$ cat config.mk
export PLATFORM = sky130hd
export DESIGN_NAME = sockit_spi_axi_dma_flat
export DESIGN_NICKNAME = d
export VERILOG_FILES = /design/src/rtl/sockit_spi_axi_dma_if.sv /design/src/rtl/sockit_spi_axi_dma.sv /design/src/flat_wrapper.sv
export SDC_FILE = /design/constraint.sdc
export NUM_CORES = 1
export LEC_CHECK = 0
export BUFFER_PORTS_ARGS = -buffer_cell sky130_fd_sc_hd__buf_2
export CORE_AREA = 2 2 76 78
export CTS_CLUSTER_SIZE = 28
export DETAILED_ROUTE_END_ITERATION = 16
export DIE_AREA = 0 0 78 80
export GPL_TIMING_DRIVEN = 0
export PLACE_DENSITY = 0.85
export SLEW_MARGIN = 10
export SYNTH_ARGS = -nofsm -noshare
export SYNTH_HDL_FRONTEND = slang
export SYNTH_SLANG_ARGS = --single-unit
$ cat constraint.sdc
create_clock -name ACLK -period 3.57 [get_ports ACLK]
set_input_delay 0.714 -clock ACLK [delete_from_list [all_inputs] [get_ports ACLK]]
set_output_delay 0.714 -clock ACLK [all_outputs]
set_load 0.1 [all_outputs]
$ cat src/rtl/sockit_spi_axi_dma_if.sv
// AXI4 bus bundle between the interconnect and the SPI burst DMA bridge.
// The slave modport is the bridge's view, the master modport the interconnect's.
interface sockit_spi_axi_dma_if #(
    parameter int DW = 32,
    parameter int IW = 4
) ();
    logic [IW-1:0]   AWID;
    logic [7:0]      AWLEN;
    logic [2:0]      AWSIZE;
    logic [1:0]      AWBURST;
    logic            AWVALID;
    logic            AWREADY;
    logic [DW-1:0]   WDATA;
    logic [DW/8-1:0] WSTRB;
    logic            WLAST;
    logic            WVALID;
    logic            WREADY;
    logic [IW-1:0]   BID;
    logic [1:0]      BRESP;
    logic            BVALID;
    logic            BREADY;
    logic [IW-1:0]   ARID;
    logic [7:0]      ARLEN;
    logic [2:0]      ARSIZE;
    logic [1:0]      ARBURST;
    logic            ARVALID;
    logic            ARREADY;
    logic [IW-1:0]   RID;
    logic [DW-1:0]   RDATA;
    logic [1:0]      RRESP;
    logic            RLAST;
    logic            RVALID;
    logic            RREADY;

    modport slave (
        input  AWID, AWLEN, AWSIZE, AWBURST, AWVALID,
        output AWREADY,
        input  WDATA, WSTRB, WLAST, WVALID,
        output WREADY,
        output BID, BRESP, BVALID,
        input  BREADY,
        input  ARID, ARLEN, ARSIZE, ARBURST, ARVALID,
        output ARREADY,
        output RID, RDATA, RRESP, RLAST, RVALID,
        input  RREADY
    );

    modport master (
        output AWID, AWLEN, AWSIZE, AWBURST, AWVALID,
        input  AWREADY,
        output WDATA, WSTRB, WLAST, WVALID,
        input  WREADY,
        input  BID, BRESP, BVALID,
        output BREADY,
        output ARID, ARLEN, ARSIZE, ARBURST, ARVALID,
        input  ARREADY,
        input  RID, RDATA, RRESP, RLAST, RVALID,
        output RREADY
    );
endinterface

$ cat src/rtl/sockit_spi_axi_dma.sv
// AXI4 burst slave feeding the SPI write stream (sdw) and draining the read stream (sdr).
// Write and read paths are independent single-outstanding-burst FSMs.
module sockit_spi_axi_dma #(
    parameter int    DW     = 32,
    parameter int    IW     = 4,
    parameter string ENDIAN = "BIG"
) (
    input  logic                ACLK,
    input  logic                ARESET,
    sockit_spi_axi_dma_if.slave axi,
    output logic                sdw_vld,
    output logic [DW-1:0]       sdw_dat,
    input  logic                sdw_rdy,
    input  logic                sdr_vld,
    input  logic [DW-1:0]       sdr_dat,
    output logic                sdr_rdy
);
    localparam logic [2:0] SIZE   = 3'($clog2(DW/8));
    localparam bit         LE     = (ENDIAN == "LITTLE");
    localparam logic [1:0] OKAY   = 2'b00;
    localparam logic [1:0] SLVERR = 2'b10;
    localparam logic [1:0] WRAP   = 2'b10;

    typedef enum logic [1:0] {W_IDLE, W_DATA, W_RESP} wstate_t;
    typedef enum logic       {R_IDLE, R_DATA}         rstate_t;

    // The stream is MSB-byte-first; little-endian systems see bytes reversed.
    function automatic logic [DW-1:0] f_order(input logic [DW-1:0] d);
        logic [DW-1:0] o;
        o = d;
        if (LE) begin
            for (int i = 0; i < DW/8; i++) o[8*i +: 8] = d[DW-8-8*i +: 8];
        end
        return o;
    endfunction

    wstate_t       r_wstate, w_wnext;
    rstate_t       r_rstate, w_rnext;
    logic          r_live;
    logic [7:0]    r_wcnt, r_rcnt;
    logic          r_wbad, r_werr, r_rbad;
    logic [IW-1:0] r_bid, r_rid;

    logic w_awhs, w_wbeat, w_bhs, w_arhs, w_rbeat, w_awbad, w_arbad;

    assign w_awhs  = axi.AWVALID & axi.AWREADY;
    assign w_wbeat = (r_wstate == W_DATA) & axi.WVALID & axi.WREADY;
    assign w_bhs   = axi.BVALID & axi.BREADY;
    assign w_arhs  = axi.ARVALID & axi.ARREADY;
    assign w_rbeat = (r_rstate == R_DATA) & axi.RVALID & axi.RREADY;
    assign w_awbad = (axi.AWSIZE != SIZE) | (axi.AWBURST == WRAP);
    assign w_arbad = (axi.ARSIZE != SIZE) | (axi.ARBURST == WRAP);

    // r_live keeps both ready outputs low until the first edge after reset release.
    always_ff @(posedge ACLK or posedge ARESET) begin
        if (ARESET) begin
            r_live   <= 1'b0;
            r_wstate <= W_IDLE;
            r_rstate <= R_IDLE;
            r_wcnt   <= '0;
            r_rcnt   <= '0;
            r_wbad   <= 1'b0;
            r_werr   <= 1'b0;
            r_rbad   <= 1'b0;
            r_bid    <= '0;
            r_rid    <= '0;
        end else begin
            r_live   <= 1'b1;
            r_wstate <= w_wnext;
            r_rstate <= w_rnext;
            if (w_awhs) begin
                r_bid  <= axi.AWID;
                r_wcnt <= axi.AWLEN;
                r_wbad <= w_awbad;
                r_werr <= w_awbad;
            end else if (w_wbeat) begin
                r_wcnt <= r_wcnt - 8'd1;
                r_werr <= r_werr | ~(&axi.WSTRB) | (axi.WLAST != (r_wcnt == 8'd0));
            end
            if (w_arhs) begin
                r_rid  <= axi.ARID;
                r_rcnt <= axi.ARLEN;
                r_rbad <= w_arbad;
            end else if (w_rbeat) begin
                r_rcnt <= r_rcnt - 8'd1;
            end
        end
    end

    // The write burst ends on its counted final beat whatever WLAST says.
    always_comb begin
        w_wnext = r_wstate;
        case (r_wstate)
            W_IDLE:  if (w_awhs) w_wnext = W_DATA;
            W_DATA:  if (w_wbeat && r_wcnt == 8'd0) w_wnext = W_RESP;
            W_RESP:  if (w_bhs) w_wnext = W_IDLE;
            default: w_wnext = W_IDLE;
        endcase
    end

    always_comb begin
        w_rnext = r_rstate;
        case (r_rstate)
            R_IDLE:  if (w_arhs) w_rnext = R_DATA;
            R_DATA:  if (w_rbeat && r_rcnt == 8'd0) w_rnext = R_IDLE;
            default: w_rnext = R_IDLE;
        endcase
    end

    // Bad bursts drain W beats and fabricate error R beats without touching the streams.
    always_comb begin
        axi.AWREADY = r_live && (r_wstate == W_IDLE);
        axi.WREADY  = 1'b0;
        sdw_vld     = 1'b0;
        sdw_dat     = f_order(axi.WDATA);
        axi.BVALID  = (r_wstate == W_RESP);
        axi.BRESP   = (r_wstate == W_RESP && r_werr) ? SLVERR : OKAY;
        axi.BID     = r_bid;
        if (r_wstate == W_DATA) begin
            if (r_wbad) begin
                axi.WREADY = 1'b1;
            end else begin
                axi.WREADY = sdw_rdy;
                sdw_vld    = axi.WVALID;
            end
        end

        axi.ARREADY = r_live && (r_rstate == R_IDLE);
        axi.RVALID  = 1'b0;
        axi.RDATA   = '0;
        axi.RRESP   = OKAY;
        axi.RLAST   = 1'b0;
        axi.RID     = r_rid;
        sdr_rdy     = 1'b0;
        if (r_rstate == R_DATA) begin
            axi.RLAST = (r_rcnt == 8'd0);
            if (r_rbad) begin
                axi.RVALID = 1'b1;
                axi.RRESP  = SLVERR;
            end else begin
                axi.RVALID = sdr_vld;
                axi.RDATA  = f_order(sdr_dat);
                sdr_rdy    = axi.RREADY;
            end
        end
    end
endmodule
$ cat src/flat_wrapper.sv
// flat-port wrapper written by rule: the top's interface ports become plain ports
module sockit_spi_axi_dma_flat 
#(
    parameter int    DW     = 32,
    parameter int    IW     = 4,
    parameter string ENDIAN = "   "
)
  (ACLK, ARESET, sdw_vld, sdw_dat, sdw_rdy, sdr_vld, sdr_dat, sdr_rdy, axi_AWID, axi_AWLEN, axi_AWSIZE, axi_AWBURST, axi_AWVALID, axi_AWREADY, axi_WDATA, axi_WSTRB, axi_WLAST, axi_WVALID, axi_WREADY, axi_BID, axi_BRESP, axi_BVALID, axi_BREADY, axi_ARID, axi_ARLEN, axi_ARSIZE, axi_ARBURST, axi_ARVALID, axi_ARREADY, axi_RID, axi_RDATA, axi_RRESP, axi_RLAST, axi_RVALID, axi_RREADY);
  sockit_spi_axi_dma_if #(.DW(DW), .IW(IW)) axi_i ();
  input  logic ACLK;
  input  logic ARESET;
  output logic sdw_vld;
  output logic [DW-1:0] sdw_dat;
  input  logic sdw_rdy;
  input  logic sdr_vld;
  input  logic [DW-1:0] sdr_dat;
  output logic sdr_rdy;
  input wire logic [$bits(axi_i.AWID)-1:0] axi_AWID;
  input wire logic [$bits(axi_i.AWLEN)-1:0] axi_AWLEN;
  input wire logic [$bits(axi_i.AWSIZE)-1:0] axi_AWSIZE;
  input wire logic [$bits(axi_i.AWBURST)-1:0] axi_AWBURST;
  input wire logic [$bits(axi_i.AWVALID)-1:0] axi_AWVALID;
  output wire logic [$bits(axi_i.AWREADY)-1:0] axi_AWREADY;
  input wire logic [$bits(axi_i.WDATA)-1:0] axi_WDATA;
  input wire logic [$bits(axi_i.WSTRB)-1:0] axi_WSTRB;
  input wire logic [$bits(axi_i.WLAST)-1:0] axi_WLAST;
  input wire logic [$bits(axi_i.WVALID)-1:0] axi_WVALID;
  output wire logic [$bits(axi_i.WREADY)-1:0] axi_WREADY;
  output wire logic [$bits(axi_i.BID)-1:0] axi_BID;
  output wire logic [$bits(axi_i.BRESP)-1:0] axi_BRESP;
  output wire logic [$bits(axi_i.BVALID)-1:0] axi_BVALID;
  input wire logic [$bits(axi_i.BREADY)-1:0] axi_BREADY;
  input wire logic [$bits(axi_i.ARID)-1:0] axi_ARID;
  input wire logic [$bits(axi_i.ARLEN)-1:0] axi_ARLEN;
  input wire logic [$bits(axi_i.ARSIZE)-1:0] axi_ARSIZE;
  input wire logic [$bits(axi_i.ARBURST)-1:0] axi_ARBURST;
  input wire logic [$bits(axi_i.ARVALID)-1:0] axi_ARVALID;
  output wire logic [$bits(axi_i.ARREADY)-1:0] axi_ARREADY;
  output wire logic [$bits(axi_i.RID)-1:0] axi_RID;
  output wire logic [$bits(axi_i.RDATA)-1:0] axi_RDATA;
  output wire logic [$bits(axi_i.RRESP)-1:0] axi_RRESP;
  output wire logic [$bits(axi_i.RLAST)-1:0] axi_RLAST;
  output wire logic [$bits(axi_i.RVALID)-1:0] axi_RVALID;
  input wire logic [$bits(axi_i.RREADY)-1:0] axi_RREADY;
  assign axi_i.AWID = axi_AWID;
  assign axi_i.AWLEN = axi_AWLEN;
  assign axi_i.AWSIZE = axi_AWSIZE;
  assign axi_i.AWBURST = axi_AWBURST;
  assign axi_i.AWVALID = axi_AWVALID;
  assign axi_AWREADY = axi_i.AWREADY;
  assign axi_i.WDATA = axi_WDATA;
  assign axi_i.WSTRB = axi_WSTRB;
  assign axi_i.WLAST = axi_WLAST;
  assign axi_i.WVALID = axi_WVALID;
  assign axi_WREADY = axi_i.WREADY;
  assign axi_BID = axi_i.BID;
  assign axi_BRESP = axi_i.BRESP;
  assign axi_BVALID = axi_i.BVALID;
  assign axi_i.BREADY = axi_BREADY;
  assign axi_i.ARID = axi_ARID;
  assign axi_i.ARLEN = axi_ARLEN;
  assign axi_i.ARSIZE = axi_ARSIZE;
  assign axi_i.ARBURST = axi_ARBURST;
  assign axi_i.ARVALID = axi_ARVALID;
  assign axi_ARREADY = axi_i.ARREADY;
  assign axi_RID = axi_i.RID;
  assign axi_RDATA = axi_i.RDATA;
  assign axi_RRESP = axi_i.RRESP;
  assign axi_RLAST = axi_i.RLAST;
  assign axi_RVALID = axi_i.RVALID;
  assign axi_i.RREADY = axi_RREADY;
  sockit_spi_axi_dma #(.DW(DW), .IW(IW), .ENDIAN(ENDIAN)) u_core (.ACLK(ACLK), .ARESET(ARESET), .axi(axi_i), .sdw_vld(sdw_vld), .sdw_dat(sdw_dat), .sdw_rdy(sdw_rdy), .sdr_vld(sdr_vld), .sdr_dat(sdr_dat), .sdr_rdy(sdr_rdy));
endmodule
Word-level counts from Yosys, hierarchy flattened:

Cells that the tools add are included.

* flip-flop bits (word level): 31
* output and inout port bits: 84
* word-level logic and storage cells: 74

* $add $sub $neg: 2
* equal/unequal tests: 10
* muxes and demuxes: 27
* bitwise operators: 13
* reduce and logical (&&, ||, !) cells: 12

Operator list (count)
* two-way mux 32 bit: 2
* two-way mux 8 bit: 4
* logical NOT 8 bit: 2
* subtractor 8 x 1 -> 8 bit (second input constant): 2
* two-way mux 1 bit: 13
* two-way mux 2 bit: 6
* bitwise AND 1 bit: 7
* == test 2 bit (second input constant): 3
* inequality test 3 x 2 -> 1 bit (second input constant): 2
* case mux 2 bit (3 select lines): 1
* logical AND 1 bit: 5
* inequality test 2 bit (second input constant): 2
* bitwise OR 1 bit: 4
* AND reduction 4 bit: 1
* nonzero test 2 bit: 2
* AND reduction 3 bit: 1
* == test 2 x 1 -> 1 bit (second input constant): 1
* logical NOT 2 bit: 1
* inequality test 2 x 1 -> 1 bit (second input constant): 1
* inverter 1 bit: 2
* case mux 1 bit (2 select lines): 1
* inequality test 1 bit: 1

Longest topological paths before layout:

* depth in word-level cells: 7
* depth in mapped cells: 6
* mapped depth without buffers: 6

Least setup slack after synthesis:

No wires, ideal clock.

* path type: reg2reg
* start point: register u_core.r_wstate[0]
* end point: register u_core.r_werr
* library setup time: 134 ps
* data arrival time: 3617 ps
* required time: 3436 ps
* path slack: -181 ps
* stages on the path, launching flop included: 5
* clock period less this slack: 3751 ps
* cells stage by stage: dfrtp_1 > nor3b_1 > nand2_1 > nor3_1 > o22ai_1

* longest elaborated chain between the ends: 4
* elaborated cells between the ends (all ways): 9

RTL lines
* start, declared: line sockit_spi_axi_dma.sv:37 `wstate_t r_wstate, w_wnext;`
* start signal, assigned: line sockit_spi_axi_dma.sv:69 `r_wstate <= w_wnext;`
* logical NOT 2 bit (*): line sockit_spi_axi_dma.sv:112 `axi.AWREADY = r_live && (r_wstate == W_IDLE);`
* logical AND 1 bit (*): line sockit_spi_axi_dma.sv:112
* via axi_AWREADY: line flat_wrapper.sv:23 `output wire logic [$bits(axi_i.AWREADY)-1:0] axi_AWREADY;`
* bitwise AND 1 bit (*): line sockit_spi_axi_dma.sv:46 `assign w_awhs = axi.AWVALID & axi.AWREADY;`
* two-way mux 1 bit / nonzero test 2 bit (equally long branches)
* end signal, assigned: line sockit_spi_axi_dma.sv:75 `r_werr <= w_awbad;`
* end signal, assigned: line sockit_spi_axi_dma.sv:78 `r_werr <= r_werr | ~(&axi.WSTRB) | (axi.WLAST != (r_wcnt == 8'd0));`
* end, declared: line sockit_spi_axi_dma.sv:41 `logic r_wbad, r_werr, r_rbad;`

The timed path passes the listed nets; every way through them passes the cells marked *.
A chain may end at the register's enable or synchronous reset.

Worst setup path in the final report:

* start point: register u_core.r_rstate
* end point: output axi_RDATA[30]

* longest elaborated chain between the ends: 1

RTL lines
* start, declared: line sockit_spi_axi_dma.sv:38 `rstate_t r_rstate, w_rnext;`
* start signal, assigned: line sockit_spi_axi_dma.sv:70 `r_rstate <= w_rnext;`
* two-way mux 32 bit: line sockit_spi_axi_dma.sv:135 `if (r_rstate == R_DATA) begin`
* end, declared: line flat_wrapper.sv:40 `output wire logic [$bits(axi_i.RDATA)-1:0] axi_RDATA;`

No other way between the ends.

==> results by group <==
Routing
  • DRT Wirelength: 6.42 mm
  • Pre-antenna DRT Iters: 4
  • Residual DRC: 0
  • WL/cell: 12.9 um
  • DR vias/cell: 4.52
  • ANT nets after route: 0
  • DR vias: 2,247
  • Initial drt markers: 73

Power
  • Combinational share of power: 71.3%
  • Lkg Pwr: 1.76 nW
  • P_int: 1.08 mW
  • PD cells: 1000 nW/um^2
  • Sw Ratio: 65.5%
  • Reg power frac: 20.1%
  • Sw Pwr: 2.05 mW
  • Worst VDD drop: 0.561 mV
  • Clock share of power: 8.6%

Hold path
  • Hold WC Path Type: register to register

Clock network
  • TritonCTS clock tree: built
  • CTS Hold Bufs: 0
  • Post-cts sizing count: 0
  • Inserted Clock Buffers: 5
  • Clock-pin slew on the worst setup and hold paths: 0.07 ns
  • Clk Latency, worst-skew pair: 0.28 ns
  • Clock Tree Buf Depth: 2
  • CTS Root Cell: clkbuf_8
  • Clock net sink count: 31
  • # H-tree levels: 2
  • Setup Buffers After CTS: 0

Logic synthesis
  • #FFs+latches synth: 31
  • Syn Inst Count: 254
  • Number of synthesized flops with an enable pin: 0
  • Mapped Area: 2130 sq um
  • Post-synth ARST share: 100%
  • Main flop type after synthesis: dfrtp_1
  • Syn Area/Cell: 8.39 sq um
  • Unique cell type count in the Yosys netlist: 44
  • Sequential share of the synthesized area: 36.4%
  • Yosys warnings: 0

STA
  • Clk_skew: 0.00108 ns
  • RSZ-0062 raised after global routing: false
  • Tmin final: 2.74 ns
  • Max Slew Vio Count: 0
  • Tcrit/Tclk final: 76.8%
  • Hold Violations, Final: 0
  • Final setup vio count: 0
  • Slew @ Worst Pin: 0.664 ns
  • Post-route setup slack: 0.828 ns
  • Worst hold slack: 0.474 ns
  • Headroom to the max-slew limit: 55.7%
  • Peak Freq: 365 MHz
  • Setup TNS: 0 ns

GRT
  • Vias in the first global route: 2,110
  • GRT Residual Overflow: 0
  • First-pass GRT wire length: 9.74 mm
  • Pin count of the biggest net entering global routing: 32
  • Total Routing Usage GR: 20.0%
  • Initial antenna violation count: 1

Finish
  • Area grow syn2layout: 46.7%
  • Non-filler instance count after layout: 497
  • Share of cells above drive strength 1: 51.7%
  • Fin nets: 539

Setup path
  • Kind of cell adding the most delay to the critical path: buffers and inverters
  • Worst Setup End Kind: output port
  • WP data required: 2.86 ns
  • Setup CP Type: register to output port
  • WP buf/inv: 2
  • CP arrival: 2.03 ns
  • Worst Setup Start Kind: register
  • Crit path cell chain: nor2b_1, clkbuf_1, and2_1, buf_2
  • Slowest stage delay, CP: 0.47 ns
  • Crit-path slowest cell: dfrtp_1
  • Crit path max fanout: 10

Outcome
  • Status: finished clean

Floorplanning
  • Cell Rows: 27
  • Die span in x: 78 um
  • Die H: 80 um
  • Initial core utilization: 39.4%
  • Core box area: 5410 sq um
  • Die area: 6240 sq um
  • Top Ports: 196

Run
  • Max cap viols: 0

Placement
  • Placed insts: 488
  • HPWL after detailed placement: 5.31 mm
  • Pre-CTS WS: 1.11 ns
  • Port bufs: 161
  • Placer Congestion: 0.804
==> power groups by stage <==
stage	Clock [mW]	Combinational [mW]	Sequential, mW
floorplan	0	1.61	0.912
finish	0.269	2.23	0.630
detailed placement	0	2.24	0.637
CTS	0.277	2.24	0.632
global route	0.294	2.36	0.657
global placement	0	2.21	0.627
==> stage by stage <==
stage / instance area (sq um) / util [%] / total power [mW]
after floorplan: 2140 / - / 2.52
after global placement: 3040 / 56.3 / 2.84
after detailed placement: 3040 / 56.3 / 2.88
after CTS: 3120 / 57.8 / 3.15
after global routing: 3130 / 57.8 / 3.31
final: 3130 / 57.8 / 3.13
==> synthesized netlist by cell type (2+ instances only) <==
master	n	area [sq um]
nor3_1	2	10.0
and4_1	2	17.5
inv_1	8	30.0
o21ai_0	11	55.1
conb_1	2	7.51
nand2b_1	2	12.5
xor2_1	3	26.3
nor2_1	14	52.6
ha_1	4	50.1
nand4_1	3	18.8
nand2_1	46	173
nand3_2	2	20.0
buf_2	4	20.0
and2b_1	3	22.5
and2_1	38	238
clkbuf_1	3	11.3
nor2b_1	3	18.8
nor3b_1	2	15.0
nor4_1	2	12.5
xnor2_1	8	70.1
o211ai_1	2	15.0
nand3_1	2	10.0
dfrtp_1	31	776
a21oi_1	4	20.0
buf_4	34	255
==> placed cells by master (no fill, tap or decap), types with 2 or more instances in the layout <==
cell,Yosys,final
conb_1,2,3
clkbuf_1,3,3
clkbuf_8,0,5
a21oi_1,4,4
nor3_1,2,2
xnor2_1,8,8
dfrtp_1,31,31
and4_1,2,2
xor2_1,3,3
inv_1,8,7
nand3_1,2,2
o21ai_0,11,11
nor4_1,2,2
nand3_2,2,2
nor3b_2,0,2
nand4_1,3,3
nor2_1,14,14
buf_4,34,34
o211ai_1,2,2
and2b_1,3,3
and2_1,38,38
nor2b_1,3,3
clkinv_2,0,3
nand2b_1,2,2
nand2_1,46,46
ha_1,4,4
buf_2,4,165
==> final timing paths <==
kind                       slack, ns         startpoint                 to  cells after the start
hold / removal                  0.47  u_core.axi.BID[0]  u_core.axi.BID[0]                      2
max in group asynchronous       2.61             ARESET  u_core.axi.BID[2]                      2
hold reg to reg                 0.47  u_core.axi.BID[0]  u_core.axi.BID[0]                      2
setup / recovery                0.83    u_core.r_rstate      axi_RDATA[30]                      4
min in group asynchronous       0.52             ARESET   u_core.r_wcnt[0]                      2
setup reg to reg                1.95    u_core.r_rstate   u_core.r_rcnt[3]                      6
==> cells by family after synthesis <==
family | count (synthesis) | synth area share (%)
XOR/XNOR | 11 | 4.52
flip-flops | 31 | 36.4
buffers and inverters | 50 | 15.4
AO/OA/AOI/OAI | 27 | 8.16
other | 2 | 0.352
adder cells (fa/ha/maj) | 4 | 2.35
AND/OR/NAND/NOR | 129 | 32.8
==> registers in the layout (all words and copies together) (netlist names) <==
name,count
u_core.r_wcnt,8
u_core.r_live,1
u_core.r_werr,1
u_core.axi.BID,4
u_core.axi.RID,4
u_core.r_rbad,1
u_core.r_rstate,1
u_core.r_rcnt,8
u_core.r_wstate,2
u_core.r_wbad,1
==> routing by layer <==
metal	wire [um]	GRT usage, %
met1	2180	19.3
met2	3490	39.7
met3	614	6.11
met4	136	7.19
met5	0	0
==> area by class of cell <==
class / instances / area [sq um]
Antenna cell: 1 / 2.50
Buffer: 42 / 298
Clock buffer: 5 / 68.8
Clock inverter: 3 / 15.0
Fill cell: 504 / 2280
Inverter: 8 / 30.0
Multi-Input combinational cell: 174 / 1040
Sequential cell: 31 / 776
Tap cell: 72 / 90.1
Timing Repair Buffer: 161 / 806
==> worst register-to-register path: cells and delay by family, from the launching register on <==
kind                   cells  cell delay, ns
AND/OR/NAND/NOR            3            0.50
buffers and inverters      2            0.48
flip-flops                 1            0.46
AO/OA/AOI/OAI              1            0.09
No activity file was read; power rests on OpenSTA's default activity.
